===== src/rtl/mux_pkg.sv =====
// mux_pkg: mode encodings, scan FSM states and a clog2 helper shared by the channel scanner.
package mux_pkg;

    localparam logic MODE_MANUAL = 1'b0;
    localparam logic MODE_SCAN   = 1'b1;

    typedef enum logic {IDLE, SCAN} scan_state_e;

    // Never narrower than one bit, so one-entry counters still get a real register.
    function automatic int clog2(input int n);
        int r;
        r = 0;
        while ((1 << r) < n) r++;
        return (r < 1) ? 1 : r;
    endfunction

endpackage


===== src/rtl/scan_counter.sv =====
// scan_counter: round-robin channel pointer with a dwell counter.
// clear_i zeroes the pointer for the current cycle; advance_i counts one capture.
module scan_counter
    import mux_pkg::*;
#(
    parameter int CHANNELS = 4,
    parameter int DWELL    = 1,
    localparam int SELW    = clog2(CHANNELS),
    localparam int DW      = clog2(DWELL)
) (
    input  logic            clk_i,
    input  logic            rst_ni,
    input  logic            advance_i,
    input  logic            clear_i,
    output logic [SELW-1:0] ptr_o
);

    logic [SELW-1:0] ptr_q, ptr_d, ptr_b;
    logic [DW-1:0]   cnt_q, cnt_d, cnt_b;
    logic            wrap;

    always_comb begin
        ptr_b = clear_i ? '0 : ptr_q;
        cnt_b = clear_i ? '0 : cnt_q;
        wrap  = cnt_b == DW'(DWELL - 1);
        cnt_d = advance_i ? (wrap ? '0 : cnt_b + 1'b1) : cnt_b;
        ptr_d = (advance_i && wrap) ? ((ptr_b == SELW'(CHANNELS - 1)) ? '0 : ptr_b + 1'b1) : ptr_b;
    end

    assign ptr_o = ptr_b;

    always_ff @(posedge clk_i or negedge rst_ni) begin
        if (!rst_ni) begin
            ptr_q <= '0;
            cnt_q <= '0;
        end else begin
            ptr_q <= ptr_d;
            cnt_q <= cnt_d;
        end
    end

endmodule


===== src/rtl/channel_mux_scanner.sv =====
// channel_mux_scanner: manual or round-robin channel select into a one-entry
// valid/ready output register that never drops a held beat.
module channel_mux_scanner
    import mux_pkg::*;
#(
    parameter int WIDTH    = 4,
    parameter int CHANNELS = 4,
    parameter int DWELL    = 1,
    localparam int SELW    = clog2(CHANNELS)
) (
    input  logic                      clk_i,
    input  logic                      rst_ni,
    input  logic                      en_i,
    input  logic                      mode_i,
    input  logic [SELW-1:0]           sel_i,
    input  logic [CHANNELS*WIDTH-1:0] d_i,
    output logic [WIDTH-1:0]          q_o,
    output logic [SELW-1:0]           qch_o,
    output logic                      qvalid_o,
    input  logic                      qready_i
);

    scan_state_e     state_q, state_d;
    logic            free, cap, entry, adv;
    logic            mode_q, mode_d;
    logic [SELW-1:0] ptr, chan;
    logic [WIDTH-1:0] word;
    logic [WIDTH-1:0] q_q, q_d;
    logic [SELW-1:0] qch_q, qch_d;
    logic            qvalid_q, qvalid_d;

    assign free  = !qvalid_q || qready_i;
    assign cap   = free && en_i;
    // Previous mode only moves when the register is free, so a stalled entry is still seen afterwards.
    assign entry = free && mode_i == MODE_SCAN && mode_q == MODE_MANUAL;
    assign mode_d = free ? mode_i : mode_q;

    always_ff @(posedge clk_i or negedge rst_ni) begin
        if (!rst_ni) state_q <= IDLE;
        else         state_q <= state_d;
    end

    always_comb begin
        state_d = !free ? state_q : (en_i && mode_i == MODE_SCAN) ? SCAN : IDLE;
    end

    always_comb begin
        adv = free && state_d == SCAN;
    end

    scan_counter #(
        .CHANNELS (CHANNELS),
        .DWELL    (DWELL)
    ) u_scan_counter (
        .clk_i     (clk_i),
        .rst_ni    (rst_ni),
        .advance_i (adv),
        .clear_i   (entry),
        .ptr_o     (ptr)
    );

    // Out-of-range manual selects fall through to zero.
    always_comb begin
        chan = mode_i == MODE_SCAN ? ptr : sel_i;
        word = '0;
        for (int k = 0; k < CHANNELS; k++)
            if (chan == SELW'(k)) word = d_i[k*WIDTH +: WIDTH];
        q_d      = cap ? word : q_q;
        qch_d    = cap ? chan : qch_q;
        qvalid_d = cap || (qvalid_q && !qready_i);
    end

    always_ff @(posedge clk_i or negedge rst_ni) begin
        if (!rst_ni) begin
            q_q      <= '0;
            qch_q    <= '0;
            qvalid_q <= 1'b0;
            mode_q   <= MODE_MANUAL;
        end else begin
            q_q      <= q_d;
            qch_q    <= qch_d;
            qvalid_q <= qvalid_d;
            mode_q   <= mode_d;
        end
    end

    assign q_o      = q_q;
    assign qch_o    = qch_q;
    assign qvalid_o = qvalid_q;

endmodule

===== config.mk =====
export PLATFORM = sky130hd
export DESIGN_NAME = channel_mux_scanner
export DESIGN_NICKNAME = d
export VERILOG_FILES = /design/src/rtl/mux_pkg.sv /design/src/rtl/scan_counter.sv /design/src/rtl/channel_mux_scanner.sv
export SDC_FILE = /design/constraint.sdc
export NUM_CORES = 1
export LEC_CHECK = 0
export CORE_UTILIZATION = 41
export CTS_CLUSTER_SIZE = 8
export DETAILED_ROUTE_END_ITERATION = 7
export GPL_ROUTABILITY_DRIVEN = 0
export GPL_TIMING_DRIVEN = 1
export PLACE_DENSITY = 0.84
export REMOVE_ABC_BUFFERS = 1
export SETUP_SLACK_MARGIN = 0.4
export SLEW_MARGIN = 5
export SYNTH_ARGS = -nofsm -noshare
export SYNTH_HDL_FRONTEND = slang
export SYNTH_SLANG_ARGS = --single-unit

===== constraint.sdc =====
create_clock -name clk_i -period 3.8 [get_ports clk_i]
set_input_delay 0.57 -clock clk_i [delete_from_list [all_inputs] [get_ports clk_i]]
set_output_delay 0.57 -clock clk_i [all_outputs]
set_load 0.03 [all_outputs]

**Yosys cells after proc, flatten, opt, wreduce, memory -nomap -nowiden**

Cells that the tools add are included.

- Flip-flop bits (word level): 12
- Word-level logic and storage cells: 40
- Input port bits: 23
- Output and inout bits: 7

- $add $sub $neg: 2
- Bitwise logic cells: 2
- Equal/unequal tests: 4
- Muxes and demuxes: 13
- Reduce and logical (&&, ||, !) cells: 12

Operators with widths:

| cell | count |
|---|---|
| 2-to-1 mux 4 bit | 4 |
| 2-to-1 mux 2 bit | 4 |
| logical AND 1 bit | 7 |
| == test 2 bit (second input constant) | 3 |
| 2-to-1 mux 1 bit | 5 |
| adder 2 x 1 -> 2 bit (second input constant) | 1 |
| == test 2 x 1 -> 1 bit (second input constant) | 1 |
| logical NOT 1 bit | 2 |
| logical NOT 2 bit | 1 |
| logical OR 1 bit | 2 |
| inverter 1 bit | 2 |
| adder 1 bit (second input constant) | 1 |

**Longest topological paths before layout**

- Word-level depth: 11
- Mapped depth: 7

**Modules after synthesis**

From an unflattened synthesis, not the netlist that was laid out.

- Cells, all modules: 58
- Area, all modules: 635.6 um^2

By module, submodules not included:

| module | seq. area each (um^2) | times used | area an instance (um^2) | cells each |
|---|---|---|---|---|
| channel_mux_scanner | 200.2 | 1 | 498.0 | 47 |
| scan_counter | 75.1 | 1 | 137.6 | 11 |

**Worst setup path after synthesis**

No wires, ideal clock.

- Kind: input port to flip-flop
- From: in qready_i
- To: reg q_q[0], in the netlist q_o[0]
- Arrival time: 1547 ps
- Setup time: 118 ps
- Required time: 3682 ps
- Slack: 2135 ps
- Cell stages on the path: 6
- Path through: nand2b_2 -> a31oi_1 -> buf_6 -> mux2i_1 -> o22ai_1 -> a21o_1

- Word-level cells in the longest chain between the ends: 10
- Elaborated cells between the ends (all ways): 14
- Those cells by class: eq/ne (3); mux (6); reduce/logical (5)

Ends and longest elaborated chain:

| item | RTL line | source |
|---|---|---|
| from (decl) | channel_mux_scanner.sv:20 | `input logic qready_i` |
| logical OR 1 bit * | channel_mux_scanner.sv:32 | `assign free = !qvalid_q \|\| qready_i;` |
| logical AND 1 bit (2 in series) | channel_mux_scanner.sv:35 | `assign entry = free && mode_i == MODE_SCAN && mode_q == MODE_MANUAL;` |
| 2-to-1 mux 2 bit | scan_counter.sv:23 | `ptr_b = clear_i ? '0 : ptr_q;` |
| 2-to-1 mux 2 bit | channel_mux_scanner.sv:64 | `chan = mode_i == MODE_SCAN ? ptr : sel_i;` |
| logical NOT 2 bit | channel_mux_scanner.sv:67 | `if (chan == SELW'(k)) word = d_i[k*WIDTH +: WIDTH];` |
| 2-to-1 mux 4 bit (4 in series) | channel_mux_scanner.sv:67 |  |
| to (signal assigned) | channel_mux_scanner.sv:80 | `q_q <= q_d;` |
| to (decl) | channel_mux_scanner.sv:28 | `logic [WIDTH-1:0] q_q, q_d;` |

Mark *: on every way between the ends. The rest lies on a longest branch, timed or not.
A chain may end at the register's enable or synchronous reset.

**Final worst setup path**

Ends and elaborated chain as after synthesis.

==> run summary <==
status = completed
first drt pass iteration count = 4
worst path arrival time = 2.13 ns
top cell family by delay on the critical path = buffers and inverters
clk slew on worst S/H paths = 0.06 ns
cell accounting for the most synthesized area = dfrtp_1
Worst EP required = 3.95 ns
clock root cell = clkbuf_4
adder-cell share of the synthesized area = 0%
crit path max fanout = 9
total track usage = 20.39%
Post-CTS Hold Fix Bufs = 0
final net count = 117
ANT nets after route = 0
Logic pwr share = 41.8%
# IOs = 30
synthesis-to-layout area growth = 52.57%
register share of total power = 39.0%
final hold vios = 0
Synth Area in Simple Gates = 15.61%
Slew HR = 68.22%
IO Port Bufs = 29
Final min period = 1.980 ns
hpwl dp = 1184 µm
switch share = 33.90%
cts bufs inserted = 3
Synth top area share = 45.17%
post_cts resized = 0
CTS tree = built
CP Class = primary input to flop
MaxCap Viol Count = 0
final hold slack = 0.4822 ns
Core Region = 1334 µm²
clk buf depth = 2
Critical path buffers and inverters = 2
leakage = 0.4230 nW
period utilization = 52.11%
Compound-Gate Fraction of Synth Area = 17.86%
share of cells above drive strength 1 = 6.452%
DRC marker count from the first detailed-route iteration = 11
Yosys reg bits = 11
Sw Pwr = 0.0001366 W
Max Freq = 0.5051 GHz
count of cell types in the netlist = 20
vias per inst = 5.185
vias in the first global route = 476
WL final = 1517 µm
Post-Synth XOR/XNOR Area = 0%
post-DR wirelength/cell = 14.05 µm
initial core utilization = 45.68%
postcts setup bufs = 0
max-slew violation count = 0
Int Power = 0.0002664 W
TNS Setup = 0 ns
antenna violations before repair = 0
CTS H-tree depth = 1
n_diodes = 0
Max rail drop VDD = 0.0003302 V
largest family of logic cells by synthesized area = compound AO/OA/AOI/OAI gates
Pwr Total = 0.0004030 W
row count = 13
Final Skew = 0.01087 ns
Crit-path slowest cell = clkdlybuf4s50_1
clock power share = 19.2%
RSZ-0062 raised after global routing = no
Yosys Warn Count = 0
DRC = 0
vias = 560
Avg Inst Size Synth = 9.989 µm²
mux contribution to synthesized area = 16.43%
largest net degree at the start of global routing = 12
crit-path cells = clkdlybuf4s50_1 -> nand2b_2 -> a31oi_1 -> buf_4 -> mux2i_1 -> o22ai_1 -> a21o_1
worst slew pin tran = 0.4753 ns
max incr delay on CP = 0.42 ns
Die ar. = 1644 µm²
Die X = 40.55 µm
Die H = 40.55 µm
CP Capture Type = flop
top cells by area, synth = dfrtp_1 (45%), mux2i_1 (16%), a21o_1 (6.2%)
mapped cell area = 609.3 µm²
FILL cells = 111
sequential fraction of the synthesis area = 45.17%
CP startpoint kind = primary input
total grt overflow = 0
CTS sink count = 11
final setup fails = 0
Power Density = 433.5 nW/µm²
Synth Instances = 61
clk_lat worst skew = 0.27 ns
global-route wire length before repair = 2104 µm
class of the worst hold path = flop to flop
[layout by cell type, fill, tap and decap left out, types with 2 or more instances in the layout]
cell type        synthesis  final
o21ai_0                  4      4
dfrtp_1                 11     11
clkbuf_4                 0      3
nand2b_2                 2      2
o22ai_1                  4      4
nor2_1                   2      2
nand2_1                  9      9
inv_1                    2      2
a21o_1                   5      5
clkdlybuf4s50_1          0     29
mux2i_1                 10     10
[worst register-to-register path, stage by stage (launching register included)]
cell	delay [ns]
dfrtp_1	0.39
nand2b_2	0.13
a31oi_1	0.18
buf_4	0.22
mux2i_1	0.21
o22ai_1	0.11
a21o_1	0.17
[metal layers]
metal	track usage, %	wire [µm]	vias up
met5	0	0	-
met2	31.75	694	19
li1	-	-	281
met3	6.667	91	2
met1	27.18	719	258
met4	5.000	10	0
[sequential cells by signal, indices dropped and copies added, names as in the netlist]
name / cells
mode_q: 1
q_o: 4
qch_o: 2
qvalid_o: 1
u_scan_counter.cnt_q: 1
u_scan_counter.ptr_q: 2
[cell type report]
type / instances / area, µm² / share of cell area (%)
Inverter: 2 / 7.507 / 0.8075
Sequential cell: 11 / 275.3 / 29.61
Tap cell: 15 / 18.77 / 2.019
Timing Repair Buffer: 30 / 297.8 / 32.03
Clock buffer: 4 / 26.28 / 2.826
Multi-Input combinational cell: 46 / 304.0 / 32.71
[path summary, 6_finish.rpt]
| path | start | endpoint | slack (ns) | depth (start not counted) |
|---|---|---|---|---|
| max | qready_i | q_o[0] | 1.82 | 7 |
| min | q_o[1] | q_o[1] | 0.48 | 1 |
| max reg2reg | qvalid_o | q_o[0] | 2.28 | 6 |
| min reg2reg | q_o[1] | q_o[1] | 0.48 | 1 |
| max in group asynchronous | rst_ni | q_o[1] | 2.84 | 1 |
| min in group asynchronous | rst_ni | qvalid_o | 0.62 | 1 |
[synth_stat cells]
cell / n
o21a_1: 1
mux2i_1: 10
a31oi_1: 1
nor2b_1: 1
nand2b_1: 1
o211ai_1: 1
nand3_1: 1
dfrtp_1: 11
o21ai_0: 4
nand4_1: 1
a21o_1: 5
nand2b_2: 2
o22ai_1: 4
buf_6: 2
nand2_1: 9
and2_1: 1
nor2_1: 2
a21oi_1: 1
and3_1: 1
inv_1: 2
[metrics by stage]
stage | utilization [%] | setup slack (ns) | instance area [µm²] | instances
2_1_floorplan | - | 1.693 | 586.8 | 59
3_3_place_gp | 67.73 | 1.596 | 903.4 | 104
3_5_place_dp | 67.73 | 1.552 | 903.4 | 104
4_1_cts | 69.70 | 1.818 | 929.6 | 108
5_1_grt | 69.70 | 1.742 | 929.6 | 108
6_report | 69.70 | 1.820 | 929.6 | 108
[kinds of logic after synthesis]
family / count (synthesis)
AOI/OAI and AO/OA: 17
buffers and inverters: 4
DFF: 11
muxes: 10
and+or+nand+nor: 19
[power groups by stage]
| stage | clock network [W] | logic [W] | registers (W) |
|---|---|---|---|
| global placement | 0 | 0.000167 | 0.000158 |
| floorplan | 0 | 0.0000643 | 0.000188 |
| finish | 0.0000774 | 0.000169 | 0.000157 |
| CTS | 0.0000791 | 0.000170 | 0.000157 |
| detailed placement | 0 | 0.000169 | 0.000159 |
| global route | 0.0000839 | 0.000180 | 0.000160 |
Note: power is estimated with default switching activity, not from simulation.
